===== src/rtl/mem_arbiter.sv =====
// mem_arbiter: serialises CPU instruction-fetch and data requests onto a
// single multi-cycle RAM port and returns one-cycle hit pulses.
//
// Ports:
//   CLK, nRST           clock (rising edge), asynchronous active-low reset
//   iREN, iaddr         instruction read request / address (held until ihit)
//   ihit, iload         instruction completion pulse / fetched word
//   dREN, dWEN          data read / write request (held until dhit)
//   daddr, dstore       data address / write data
//   dhit, dload         data completion pulse / read word
//   halt                blocks new grants while high
//   ramREN, ramWEN      RAM strobes
//   ramaddr, ramstore   RAM address / write data
//   ramload, ramstate   RAM read data / status (FREE, BUSY, ACCESS, ERROR)
//   mem_err             sticky error flag (cleared only by reset)
module mem_arbiter #(
  parameter int ADDR_W  = 32,
  parameter int DATA_W  = 32,
  parameter int TIMEOUT = 64
) (
  input  logic              CLK,
  input  logic              nRST,
  input  logic              iREN,
  input  logic [ADDR_W-1:0] iaddr,
  output logic              ihit,
  output logic [DATA_W-1:0] iload,
  input  logic              dREN,
  input  logic              dWEN,
  input  logic [ADDR_W-1:0] daddr,
  input  logic [DATA_W-1:0] dstore,
  output logic              dhit,
  output logic [DATA_W-1:0] dload,
  input  logic              halt,
  output logic              ramREN,
  output logic              ramWEN,
  output logic [ADDR_W-1:0] ramaddr,
  output logic [DATA_W-1:0] ramstore,
  input  logic [DATA_W-1:0] ramload,
  input  logic [1:0]        ramstate,
  output logic              mem_err
);

  localparam int CNT_W = (TIMEOUT > 2) ? $clog2(TIMEOUT) : 1;
  localparam logic [CNT_W-1:0] CNT_LAST = CNT_W'(TIMEOUT - 1);

  typedef enum logic [1:0] {
    RAM_FREE   = 2'd0,
    RAM_BUSY   = 2'd1,
    RAM_ACCESS = 2'd2,
    RAM_ERROR  = 2'd3
  } ram_state_e;

  typedef enum logic [2:0] {
    IDLE,
    IACC,
    DACC,
    IHIT,
    DHIT,
    ERR
  } state_e;

  state_e            state_q, state_d;
  logic [ADDR_W-1:0] addr_q, addr_d;
  logic [DATA_W-1:0] store_q, store_d;
  logic              wr_q, wr_d;
  logic [CNT_W-1:0]  cnt_q, cnt_d;
  logic              last_grant_q, last_grant_d;  // 1: last completed grant was data
  logic [DATA_W-1:0] iload_q, iload_d;
  logic [DATA_W-1:0] dload_q, dload_d;
  logic              dreq;

  assign dreq = dREN | dWEN;

  always_ff @(posedge CLK or negedge nRST) begin
    if (!nRST) begin
      state_q      <= IDLE;
      addr_q       <= '0;
      store_q      <= '0;
      wr_q         <= 1'b0;
      cnt_q        <= '0;
      last_grant_q <= 1'b0;
      iload_q      <= '0;
      dload_q      <= '0;
    end else begin
      state_q      <= state_d;
      addr_q       <= addr_d;
      store_q      <= store_d;
      wr_q         <= wr_d;
      cnt_q        <= cnt_d;
      last_grant_q <= last_grant_d;
      iload_q      <= iload_d;
      dload_q      <= dload_d;
    end
  end

  always_comb begin
    state_d      = state_q;
    addr_d       = addr_q;
    store_d      = store_q;
    wr_d         = wr_q;
    cnt_d        = cnt_q;
    last_grant_d = last_grant_q;
    iload_d      = iload_q;
    dload_d      = dload_q;

    unique case (state_q)
      IDLE: begin
        if (!halt) begin
          // Data wins a tie unless data was the previous grant.
          if (dreq && (!iREN || !last_grant_q)) begin
            addr_d  = daddr;
            store_d = dWEN ? dstore : '0;
            wr_d    = dWEN;
            cnt_d   = '0;
            state_d = DACC;
          end else if (iREN) begin
            addr_d  = iaddr;
            store_d = '0;
            wr_d    = 1'b0;
            cnt_d   = '0;
            state_d = IACC;
          end
        end
      end
      IACC, DACC: begin
        cnt_d = cnt_q + CNT_W'(1);
        if (ramstate == RAM_ACCESS) begin
          if (state_q == IACC) begin
            iload_d      = ramload;
            last_grant_d = 1'b0;
            state_d      = IHIT;
          end else begin
            if (!wr_q) begin
              dload_d = ramload;
            end
            last_grant_d = 1'b1;
            state_d      = DHIT;
          end
        end else if (ramstate == RAM_ERROR || cnt_q == CNT_LAST) begin
          state_d = ERR;
        end
      end
      IHIT, DHIT: state_d = IDLE;
      ERR:        state_d = ERR;
      default:    state_d = IDLE;
    endcase
  end

  always_comb begin
    ramREN   = 1'b0;
    ramWEN   = 1'b0;
    ramaddr  = '0;
    ramstore = '0;
    unique case (state_q)
      IACC: begin
        ramREN  = 1'b1;
        ramaddr = addr_q;
      end
      DACC: begin
        ramREN   = !wr_q;
        ramWEN   = wr_q;
        ramaddr  = addr_q;
        ramstore = store_q;
      end
      default: ;
    endcase
  end

  assign ihit    = (state_q == IHIT);
  assign dhit    = (state_q == DHIT);
  assign mem_err = (state_q == ERR);
  assign iload   = iload_q;
  assign dload   = dload_q;

endmodule


===== config.mk =====
export PLATFORM = sky130hd
export DESIGN_NAME = mem_arbiter
export DESIGN_NICKNAME = d
export VERILOG_FILES = /design/src/rtl/mem_arbiter.sv
export SDC_FILE = /design/constraint.sdc
export NUM_CORES = 1
export LEC_CHECK = 0
export ABC_AREA = 0
export BUFFER_PORTS_ARGS = -buffer_cell sky130_fd_sc_hd__buf_2
export CORE_UTILIZATION = 28
export DETAILED_ROUTE_END_ITERATION = 12
export PLACE_DENSITY_LB_ADDON = 0.12
export SLEW_MARGIN = 20
export SYNTH_ARGS = -nofsm -noshare
export SYNTH_HDL_FRONTEND = slang
export SYNTH_SLANG_ARGS = --single-unit

===== constraint.sdc =====
create_clock -name CLK -period 2 [get_ports CLK]
set_input_delay 0.4 -clock CLK [delete_from_list [all_inputs] [get_ports CLK]]
set_output_delay 0.4 -clock CLK [all_outputs]
set_load 0.02 [all_outputs]

==> reports/qor.csv <==
stage,metric,value,unit
power,Clk pwr share,20.9,%
final_layout,Layout area overhead,51.7,%
timing,worst-margin pin slew,385,ps
die,die area,22500,sq um
yosys,synthesized instance count,495,
clock_network,root buffer cell,clkbuf_16,
outcome,failing checks,negative setup slack,
timing,max_slew headroom,74.1,%
timing,final setup fails,87,
critical_path,CP required,1600,ps
clock_network,TritonCTS Buffers,17,
timing,setup tns final,-12280,ps
critical_path,kind of critical path,flop to primary output,
timing,worst hold slack,203,ps
detailed_routing,vias after detailed routing,4880,
global_route,vias in the first global route,5171,
place,pre-CTS WS,-22.4,ps
global_route,aggregate global routing overflow,0,
clock_network,Worst-path clk slew,60,ps
timing,post-route setup slack,-242,ps
final_layout,Final Util,43.8,%
timing,max frequency,0.446,GHz
die,Die Ht,150,microns
final_layout,Register Area,3480,sq um
power,Leakage,4.73,nW
min_path,hold crit path type,input pin to flop,
power,VDD IR max,729,uV
yosys,sequential fraction of the synthesis area,56.8,%
detailed_routing,DR pass1 iterations,4,
die,floorplan row count,53,
die,die width,150,microns
yosys,Syn Area/Cell,12.4,sq um
detailed_routing,Total Wirelength,17.2,mm
timing,skew final,8.76,ps
final_layout,share of cells above drive strength 1,58.1,%
yosys,Async SR Flop Fraction,100,%
power,NetSw,5.56,mW
detailed_routing,Initial DRC Count,149,
global_route,largest net degree at the start of global routing,48,
place,gpl congestion,0.758,
timing,Final Hold Fails,0,
die,starting density of the core,28.9,%
yosys,Synth top cells by count,"dfrtp_1 (139), and2_1 (65), mux2_2 (63)",
place,Buffers on Ports,268,
critical_path,Critical Path Start Type,flop,
detailed_routing,DRC Markers,0,
final_layout,area of all placed cells without fillers,9290,sq um
yosys,syn_nets,632,
power,Comb pwr share,48.0,%
flow_run,max_cap viols,0,
yosys,"count leader, synth",dfrtp_1,
critical_path,CP arrival,1840,ps
yosys,Post-synth EDFFs,0,
clock_network,worst skew pair latency,410,ps
yosys,Yosys top cell area share,56.8,%
global_route,first-pass GRT wire length,26.5,mm
clock_network,H-tree levels,4,
clock_network,Clock Path Buffers,2,
timing,unrepaired setup endpoints after global routing,yes,
yosys,Ys Warns,0,
power,power density over cell area,1660,nW/um^2
final_layout,fill cell count,2012,
die,area of the core,21200,sq um
timing,fin crit share,112,%
yosys,Post-Syn Area,6120,sq um
detailed_routing,Avg Vias per Cell,4.55,
detailed_routing,routed length per placed instance,16.0,microns
place,post-detail-place hpwl,11.7,mm
place,Area after DPL,7890,sq um
die,I/O pins,269,
timing,Pins Over Slew Limit,0,
critical_path,path depth of the worst reg2reg path,8,
clock_network,CTS tree,built,
power,Internal,9.82,mW
global_route,initial antenna violation count,0,
final_layout,ANT cells,0,
yosys,"Primary FF master, synth",dfrtp_1,
power,sequential power share,31.1,%
global_route,GR Util All Layers,15.4,%
yosys,post-synth cell types,41,
final_layout,Multi-input gate area,2630,sq um
critical_path,CP endpoint kind,primary output,
timing,clock period minus final worst setup slack,2240,ps
power,switching share of power,36.2,%
critical_path,largest fanout on the critical path,4,
yosys,Seq cells post-synth,139,
outcome,status,"finished, violations left",
clock_network,clock sink count,139,
min_path,worst hold path cell count,2,
detailed_routing,antenna-violating nets left,0,
final_layout,fin nets,923,
yosys,Synth area leaders,"dfrtp_1 (57%), mux2_2 (12%), and2_1 (6.6%), mux2i_1 (5.2%), a22o_1 (5.0%)",
yosys,Synth area leader,dfrtp_1,
-- logic make-up (layout without fill, tap and decap cells) --
logic type                 count (synthesis)  in the layout  synth area share (%)
muxes                                     98             98                  17.4
buffers and inverters                     36            339                  3.68
AOI/OAI and AO/OA                         86             86                  9.73
DFF                                      139            139                  56.8
adders and majority gates                  1              1                 0.204
xor gates and xnor gates                   1              1                 0.143
and+or+nand+nor                          134            134                  12.1
-- state kept, by name (all words and copies together) (netlist names) --
signal and count:
state_q 3, wr_q 1, addr_q 32, last_grant_q 1
dload 32, store_q 32, cnt_q 6, iload 32
-- stage by stage --
| step | cells | total power, mW |
|---|---|---|
| after floorplan | 495 | 8.66 |
| after global placement | 1024 | 10.4 |
| after detailed placement | 1024 | 10.5 |
| after CTS | 1071 | 15.3 |
| after global routing | 1073 | 16.4 |
| final | 1073 | 15.4 |
-- power by group through the flow --
stage,sequential (mW),combinational (mW),clock (mW)
after floorplan,5.58,3.07,0
after global placement,4.73,5.69,0
after detailed placement,4.77,5.77,0
after CTS,4.78,7.16,3.34
after global routing,4.96,7.95,3.46
final,4.79,7.38,3.21
-- layout make-up --
cell class,instances,area share [%]
multi-input cells,320,28.3
inverters,2,0.0809
clock inverters,11,1.44
clock buffers,20,5.03
repair buffers,306,23.9
well taps,275,3.71
flip-flops and latches,139,37.5
-- path summary, 6_finish.rpt --
| kind | slack (ps) | end | startpoint |
|---|---|---|---|
| worst min-delay path | 200 | store_q[19] | dstore[19] |
| max in group asynchronous | 890 | dload[31] | nRST |
| worst max register to register | -10 | dload[14] | state_q[0] |
| worst max-delay path | -240 | ramstore[7] | state_q[0] |
| min in group asynchronous | 470 | store_q[12] | nRST |
| worst min register to register | 480 | addr_q[15] | addr_q[15] |
-- layer usage --
metal / track usage, % / share of wire (%)
met3: 5.61 / 8.8
met2: 25.8 / 47
met5: 0 / 0
met1: 18.2 / 43
met4: 4.90 / 1.2
-- layout by cell type, fill, tap and decap left out, types with 7 or more instances in the layout --
| master | netlist | routed |
|---|---|---|
| mux2_2 | 63 | 63 |
| nor2_1 | 9 | 7 |
| a22o_1 | 35 | 35 |
| and2_4 | 0 | 49 |
| nand2_1 | 38 | 38 |
| dfrtp_1 | 139 | 139 |
| buf_12 | 0 | 12 |
| clkbuf_16 | 0 | 19 |
| mux2i_1 | 32 | 32 |
| and2_1 | 65 | 16 |
| buf_2 | 13 | 216 |
| o21ai_1 | 30 | 30 |
| buf_4 | 1 | 18 |
| buf_6 | 9 | 53 |
-- worst max-delay path: stages (launching register included) --
cell,delay [ps]
dfrtp_1,420
buf_12,150
nor3b_4,210
buf_6,160
buf_12,120
clkbuf_16,130
and2_4,140
buf_6,110
-- what timing repair did --
| item | in CTS | in global routing |
|---|---|---|
| hold buffers | 1 | 0 |
| pin swaps | 4 | 46 |
| resized for setup | 133 | 35 |
| buffers inserted | 11 | 1 |
| cloned | 4 | 2 |
| endpoints found under the setup margin | 67 | 101 |
| hold endpoints to repair | 34 | 0 |
Note: power is estimated with default switching activity, not from simulation.
